### config.mk
export PLATFORM = sky130hd
export DESIGN_NAME = axis_pkt_fifo
export DESIGN_NICKNAME = d
export VERILOG_FILES = /design/src/rtl/axis_pkt_fifo.sv
export SDC_FILE = /design/constraint.sdc
export NUM_CORES = 1
export LEC_CHECK = 0
export CAP_MARGIN = 40
export CORE_MARGIN = 1
export CORE_UTILIZATION = 51
export DETAILED_ROUTE_END_ITERATION = 10
export PLACE_DENSITY = 0.71
export SETUP_SLACK_MARGIN = 0.2
export SLEW_MARGIN = 20
export SYNTH_ARGS = -nofsm -noshare
export SYNTH_HDL_FRONTEND = slang
export SYNTH_SLANG_ARGS = --single-unit
### constraint.sdc
create_clock -name clk -period 11.5 [get_ports clk]
set_input_delay 1.15 -clock clk [delete_from_list [all_inputs] [get_ports clk]]
set_output_delay 1.15 -clock clk [all_outputs]
set_load 0.01 [all_outputs]
### src/rtl/axis_pkt_fifo.sv
// -----------------------------------------------------------------------------
// axis_pkt_fifo
//
// Store-and-forward AXI-Stream packet FIFO. Ingress beats are buffered, and a
// packet is offered on the master side only after its tlast beat has been
// stored. Downstream logic therefore never sees a partial packet or bubbles
// caused by the source.
//
// Compile-time option:
//   AXIS_PKT_FIFO_DROP_EN  When defined, ingress is never back-pressured.
//                          A packet that does not fit is discarded and
//                          counted in drop_count. When undefined, ingress
//                          stalls while storage is full and drop_count is 0.
//
// Handshake: a beat transfers on a rising edge where tvalid && tready are
// both high. A master holds tdata/tlast stable while tvalid && !tready. The
// egress side of this block presents tvalid without looking at tready.
//
// Ports:
//   clk            sole clock, rising edge
//   rst_n          asynchronous active-low reset
//   s_axis_tdata   ingress data
//   s_axis_tlast   ingress end of packet
//   s_axis_tvalid  ingress valid
//   s_axis_tready  ingress ready
//   m_axis_tdata   egress data (combinational read of the head entry)
//   m_axis_tlast   egress end of packet
//   m_axis_tvalid  egress valid (a complete packet is stored)
//   m_axis_tready  egress ready
//   pkt_count      complete packets currently stored
//   drop_count     discarded packets, saturating at 16'hFFFF
// -----------------------------------------------------------------------------
module axis_pkt_fifo #(
    parameter  int TDATA_WIDTH = 32,
    parameter  int DEPTH       = 16,
    localparam int AW          = $clog2(DEPTH)
) (
    input  logic                   clk,
    input  logic                   rst_n,
    input  logic [TDATA_WIDTH-1:0] s_axis_tdata,
    input  logic                   s_axis_tlast,
    input  logic                   s_axis_tvalid,
    output logic                   s_axis_tready,
    output logic [TDATA_WIDTH-1:0] m_axis_tdata,
    output logic                   m_axis_tlast,
    output logic                   m_axis_tvalid,
    input  logic                   m_axis_tready,
    output logic [AW:0]            pkt_count,
    output logic [15:0]            drop_count
);

    localparam logic [AW:0] PTR_ONE  = (AW + 1)'(1);
    localparam logic [AW:0] FULL_LVL = (AW + 1)'(DEPTH);

    // Each entry holds {tlast, tdata}. Contents are not reset.
    logic [TDATA_WIDTH:0] mem_q [DEPTH];

    // Pointers carry one extra wrap bit so that full and empty differ.
    logic [AW:0] wr_ptr_q,     wr_ptr_d;
    logic [AW:0] commit_ptr_q, commit_ptr_d;
    logic [AW:0] rd_ptr_q,     rd_ptr_d;
    logic [AW:0] pkt_count_q,  pkt_count_d;

    // Low during reset. It rises on the first edge after release, so
    // ingress opens one cycle after reset is released.
    logic ready_q;

    logic [AW:0]            used;
    logic                   full;
    logic                   s_fire;
    logic                   m_fire;
    logic                   wr_en;
    logic                   pkt_in;
    logic                   pkt_out;
    logic [TDATA_WIDTH-1:0] rd_data;
    logic                   rd_last;

`ifdef AXIS_PKT_FIFO_DROP_EN
    logic        dropping_q, dropping_d;
    logic [15:0] drop_count_q, drop_count_d;
`endif

    assign used = wr_ptr_q - rd_ptr_q;
    assign full = (used == FULL_LVL);

    // Only committed beats, up to commit_ptr, are visible to the egress side.
    assign m_axis_tvalid       = (rd_ptr_q != commit_ptr_q);
    assign {rd_last, rd_data}  = mem_q[rd_ptr_q[AW-1:0]];
    assign m_axis_tdata        = rd_data;
    assign m_axis_tlast        = m_axis_tvalid && rd_last;
    assign m_fire              = m_axis_tvalid && m_axis_tready;
    assign pkt_out             = m_fire && rd_last;

`ifdef AXIS_PKT_FIFO_DROP_EN
    assign s_axis_tready = ready_q;
    assign drop_count    = drop_count_q;
`else
    // full comes from registered pointers. A read frees space only from
    // the following cycle, so there is no same-cycle pass-through.
    assign s_axis_tready = ready_q && !full;
    assign drop_count    = 16'h0000;
`endif
    assign s_fire    = s_axis_tvalid && s_axis_tready;
    assign pkt_count = pkt_count_q;

    always_comb begin
        wr_en        = 1'b0;
        pkt_in       = 1'b0;
        wr_ptr_d     = wr_ptr_q;
        commit_ptr_d = commit_ptr_q;
`ifdef AXIS_PKT_FIFO_DROP_EN
        dropping_d   = dropping_q;
        drop_count_d = drop_count_q;
        if (s_fire) begin
            if (full || dropping_q) begin
                if (s_axis_tlast) begin
                    // Rewind past the partial packet. Committed data is untouched.
                    wr_ptr_d   = commit_ptr_q;
                    dropping_d = 1'b0;
                    if (drop_count_q != 16'hFFFF) begin
                        drop_count_d = drop_count_q + 16'd1;
                    end
                end else begin
                    dropping_d = 1'b1;
                end
            end else begin
                wr_en    = 1'b1;
                wr_ptr_d = wr_ptr_q + PTR_ONE;
                if (s_axis_tlast) begin
                    commit_ptr_d = wr_ptr_q + PTR_ONE;
                    pkt_in       = 1'b1;
                end
            end
        end
`else
        if (s_fire) begin
            wr_en    = 1'b1;
            wr_ptr_d = wr_ptr_q + PTR_ONE;
            if (s_axis_tlast) begin
                commit_ptr_d = wr_ptr_q + PTR_ONE;
                pkt_in       = 1'b1;
            end
        end
`endif
    end

    always_comb begin
        rd_ptr_d    = m_fire ? (rd_ptr_q + PTR_ONE) : rd_ptr_q;
        pkt_count_d = pkt_count_q;
        case ({pkt_in, pkt_out})
            2'b10:   pkt_count_d = pkt_count_q + PTR_ONE;
            2'b01:   pkt_count_d = pkt_count_q - PTR_ONE;
            default: pkt_count_d = pkt_count_q;
        endcase
    end

    always_ff @(posedge clk or negedge rst_n) begin
        if (!rst_n) begin
            wr_ptr_q     <= '0;
            commit_ptr_q <= '0;
            rd_ptr_q     <= '0;
            pkt_count_q  <= '0;
            ready_q      <= 1'b0;
        end else begin
            wr_ptr_q     <= wr_ptr_d;
            commit_ptr_q <= commit_ptr_d;
            rd_ptr_q     <= rd_ptr_d;
            pkt_count_q  <= pkt_count_d;
            ready_q      <= 1'b1;
        end
    end

`ifdef AXIS_PKT_FIFO_DROP_EN
    always_ff @(posedge clk or negedge rst_n) begin
        if (!rst_n) begin
            dropping_q   <= 1'b0;
            drop_count_q <= 16'h0000;
        end else begin
            dropping_q   <= dropping_d;
            drop_count_q <= drop_count_d;
        end
    end
`endif

    always_ff @(posedge clk) begin
        if (wr_en) begin
            mem_q[wr_ptr_q[AW-1:0]] <= {s_axis_tlast, s_axis_tdata};
        end
    end

endmodule

==> run_results.csv <==
group,metric,value,unit
power_and_ir_drop,p_clk_frac,0.284,
power_and_ir_drop,p_int,4.29,mW
sta,post-route-period-util,0.435,
power_and_ir_drop,power_frac_seq,0.413,
yosys,synth.avg_cell_area,24.0,um2
worst_setup_path,slowest_stage,"dfrtp_4",
yosys,synth_top_area_frac,0.746,
routing,drc,0,
floorplan,ios,93,
sta,max_slew_margin,0.499,
final_layout,layout_common_cells,"528 x edfxtp_1, 165 x mux4_2, 76 x clkdlybuf4s50_1",
cts,htree_num_levels,2,
cts,cts_sinks,549,
worst_setup_path,worstSetupPathType,"reg -> out",
yosys,yosysWarnings,0,
routing,routedWlPerCell,27.3,um
sta,hold_viol,0,
yosys,synth_cell_types,34,
worst_setup_path,arrival,3.85,ns
floorplan,core-area,40900,um2
yosys,yosys_register_bits,549,
worst_setup_path,cp_cell_sequence,"buf_16 > buf_4 > buf_16 > mux4_2 > mux4_2 > clkdlybuf4s50_1",
worst_setup_path,crit_required,10.35,ns
cts,clk_path_buf_depth,3,
job,maxCapViolCount,0,
routing,dr.pass1.iters,5,
yosys,netlist_area,21300,um2
routing,drtIter0Drc,857,
sta,setup_viol,0,
final_layout,area_growth,15.1,%
power_and_ir_drop,power_density,242,nW/um2
global_routing,grt_pass1_vias,9805,
power_and_ir_drop,report.power.total,5.92,mW
cts,cts_setup_buffers,0,
worst_setup_path,cpPeakStageDelay,0.74,ns
worst_setup_path,worst-path-max-fanout,36,
sta,period_minus_slack,5.00,ns
worst_setup_path,critical_path_buf_inv_count,4,
worst_setup_path,startpoint_type,"register",
power_and_ir_drop,p_leak,7.85,nW
final_layout,diodes,0,
global_routing,grt-ovfl-total,0,
cts,clkTransAtPathRegs,0.06,ns
final_layout,final_area,24500,um2
routing,detail-route-antenna-nets,0,
cts,hold_buffers,0,
place,dp_hpwl,22500,um
yosys,synth_top_area_cell,"edfxtp_1",
sta,worstMarginPinSlew,0.751,ns
yosys,synthTopCellsByArea,"edfxtp_1 75%, mux4_2 17%, dfrtp_1 2.5%",
sta,skew,0.0184,ns
routing,avgViaCountPerCell,5.93,
floorplan,std_cell_rows,74,
floorplan,chipHeight,206,um
routing,vias,9372,
min_path,hold_path_class,"reg -> reg",
global_routing,grt_max_degree,59,
power_and_ir_drop,power_frac_comb,0.303,
power_and_ir_drop,vdd_drop_max,180,uV
cts,cts_buffers,54,
worst_setup_path,path_delay_family,"buffers and inverters",
yosys,yosysSeqAreaShare,0.771,
power_and_ir_drop,netSwitchingPower,1.63,mW
cts,cts-root-buf,"clkbuf_16",
final_layout,drive_gt1_frac,0.284,
global_routing,grt_usage,0.214,
place,gp_congestion,0.752,
sta,finalSetupTns,0,ns
sta,slew_viol_final,0,
floorplan,die_w,206,um
cts,clk_latency,0.60,ns
final_layout,final_common_cell,"edfxtp_1",
power_and_ir_drop,p_sw_frac,0.276,
global_routing,antenna_found_initial,1,
sta,fmax,0.200,GHz
sta,rsz0062_at_grt,"false",
cts,cts_tree,"built",
global_routing,grt_pass1_wl,63700,um
floorplan,start_util,0.519,
floorplan,dieArea,42500,um2
cts,cts_resized,0,
place,placed_area,22700,um2
yosys,syn_inst,884,
worst_setup_path,crit_path_end_kind,"output port",
routing,wl,43100,um
place,io_buffers,76,
outcome,status,"complete, no violations",
final_layout,nets,1054,
sequential cells by signal, summed over array words and instances, names as in the netlist:
name / cells
commit_ptr_q: 5
pkt_count: 5
rd_ptr_q: 5
mem_q: 528
ready_q: 1
wr_ptr_q: 5
cells by family after synthesis:
kind of cell	Yosys count	share of synthesized area
DFF	549	0.771
xor gates and xnor gates	22	0.00906
other	2	0.000353
muxes	172	0.179
and+or+nand+nor	43	0.0119
AOI/OAI and AO/OA	12	0.00436
buffers and inverters	70	0.0165
adders and majority gates	14	0.00859
metrics by stage:
step	utilization	worst slack (ns)	hold slack [ns]	cells
finish	0.598	6.50	0.467	1580
global route	0.598	6.26	0.497	1580
CTS	0.597	6.40	0.477	1578
detailed placement	0.555	7.03	0.467	1477
global placement	0.553	6.64	0.461	1473
floorplan	-	7.75	0.498	899
cell type report:
type	instances	area, um2
Inverter	14	52.6
Clock inverter	34	283
Timing Repair Buffer	104	1060
Tap cell	532	666
Multi-Input combinational cell	280	4600
Sequential cell	549	16400
Clock buffer	67	1410
Fill cell	2855	16500
worst reg2reg max path, delay by kind of cell, from the launching register on:
family / cells / cell delay, ns
simple gates: 2 / 1.29
buf+inv: 3 / 0.84
flops: 1 / 0.74
compound gates: 2 / 0.46
fa+ha+maj: 1 / 0.22
cells in the mapped netlist, drive strengths merged:
library cell    n
a2111oi         1
a21o            1
a21oi           2
a31oi           1
a41oi           1
and2            6
and3           13
and4bb          1
buf            42
clkbuf         14
conb            2
dfrtp          21
edfxtp        528
fa              1
ha             13
inv            14
mux2            7
mux4          165
nand2           6
nand2b          1
nand3           1
nand4           3
nor2            4
nor2b           4
nor3            2
nor3b           2
o211ai          1
o21ai           5
xnor2          11
xor2           11
per-layer routing:
metal  global-route usage  vias up  routed length [um]
met2                0.359      308               22200
li1                     -     3962                   -
met4               0.0641        2                 846
met1                0.290     5035               17200
met5                    0        -                  15
met3               0.0345       65                2820
final timing paths:
kind                       depth (start not counted)  slack [ns]                startpoint                  endpoint
setup / recovery                                   6        6.50   rd_ptr_q[0]$_DFFE_PN0P_           m_axis_tdata[8]
hold / removal                                     1        0.47  pkt_count[4]$_DFFE_PN0P_  pkt_count[4]$_DFFE_PN0P_
setup reg to reg                                   8        7.56   rd_ptr_q[0]$_DFFE_PN0P_    mem_q[4][10]$_DFFE_PP_
hold reg to reg                                    1        0.47  pkt_count[4]$_DFFE_PN0P_  pkt_count[4]$_DFFE_PN0P_
max in group asynchronous                          2       10.19                     rst_n   rd_ptr_q[1]$_DFFE_PN0P_
min in group asynchronous                          1        0.86                     rst_n  pkt_count[3]$_DFFE_PN0P_
power groups by stage:
stage	combinational, mW	sequential [mW]	clock (mW)
5_1_grt	1.92	2.46	1.80
6_report	1.79	2.44	1.68
3_3_place_gp	1.72	2.51	0
4_1_cts	1.81	2.45	1.71
2_1_floorplan	1.23	2.42	0
3_5_place_dp	1.80	2.49	0
Power figures use the tool's default switching activity.
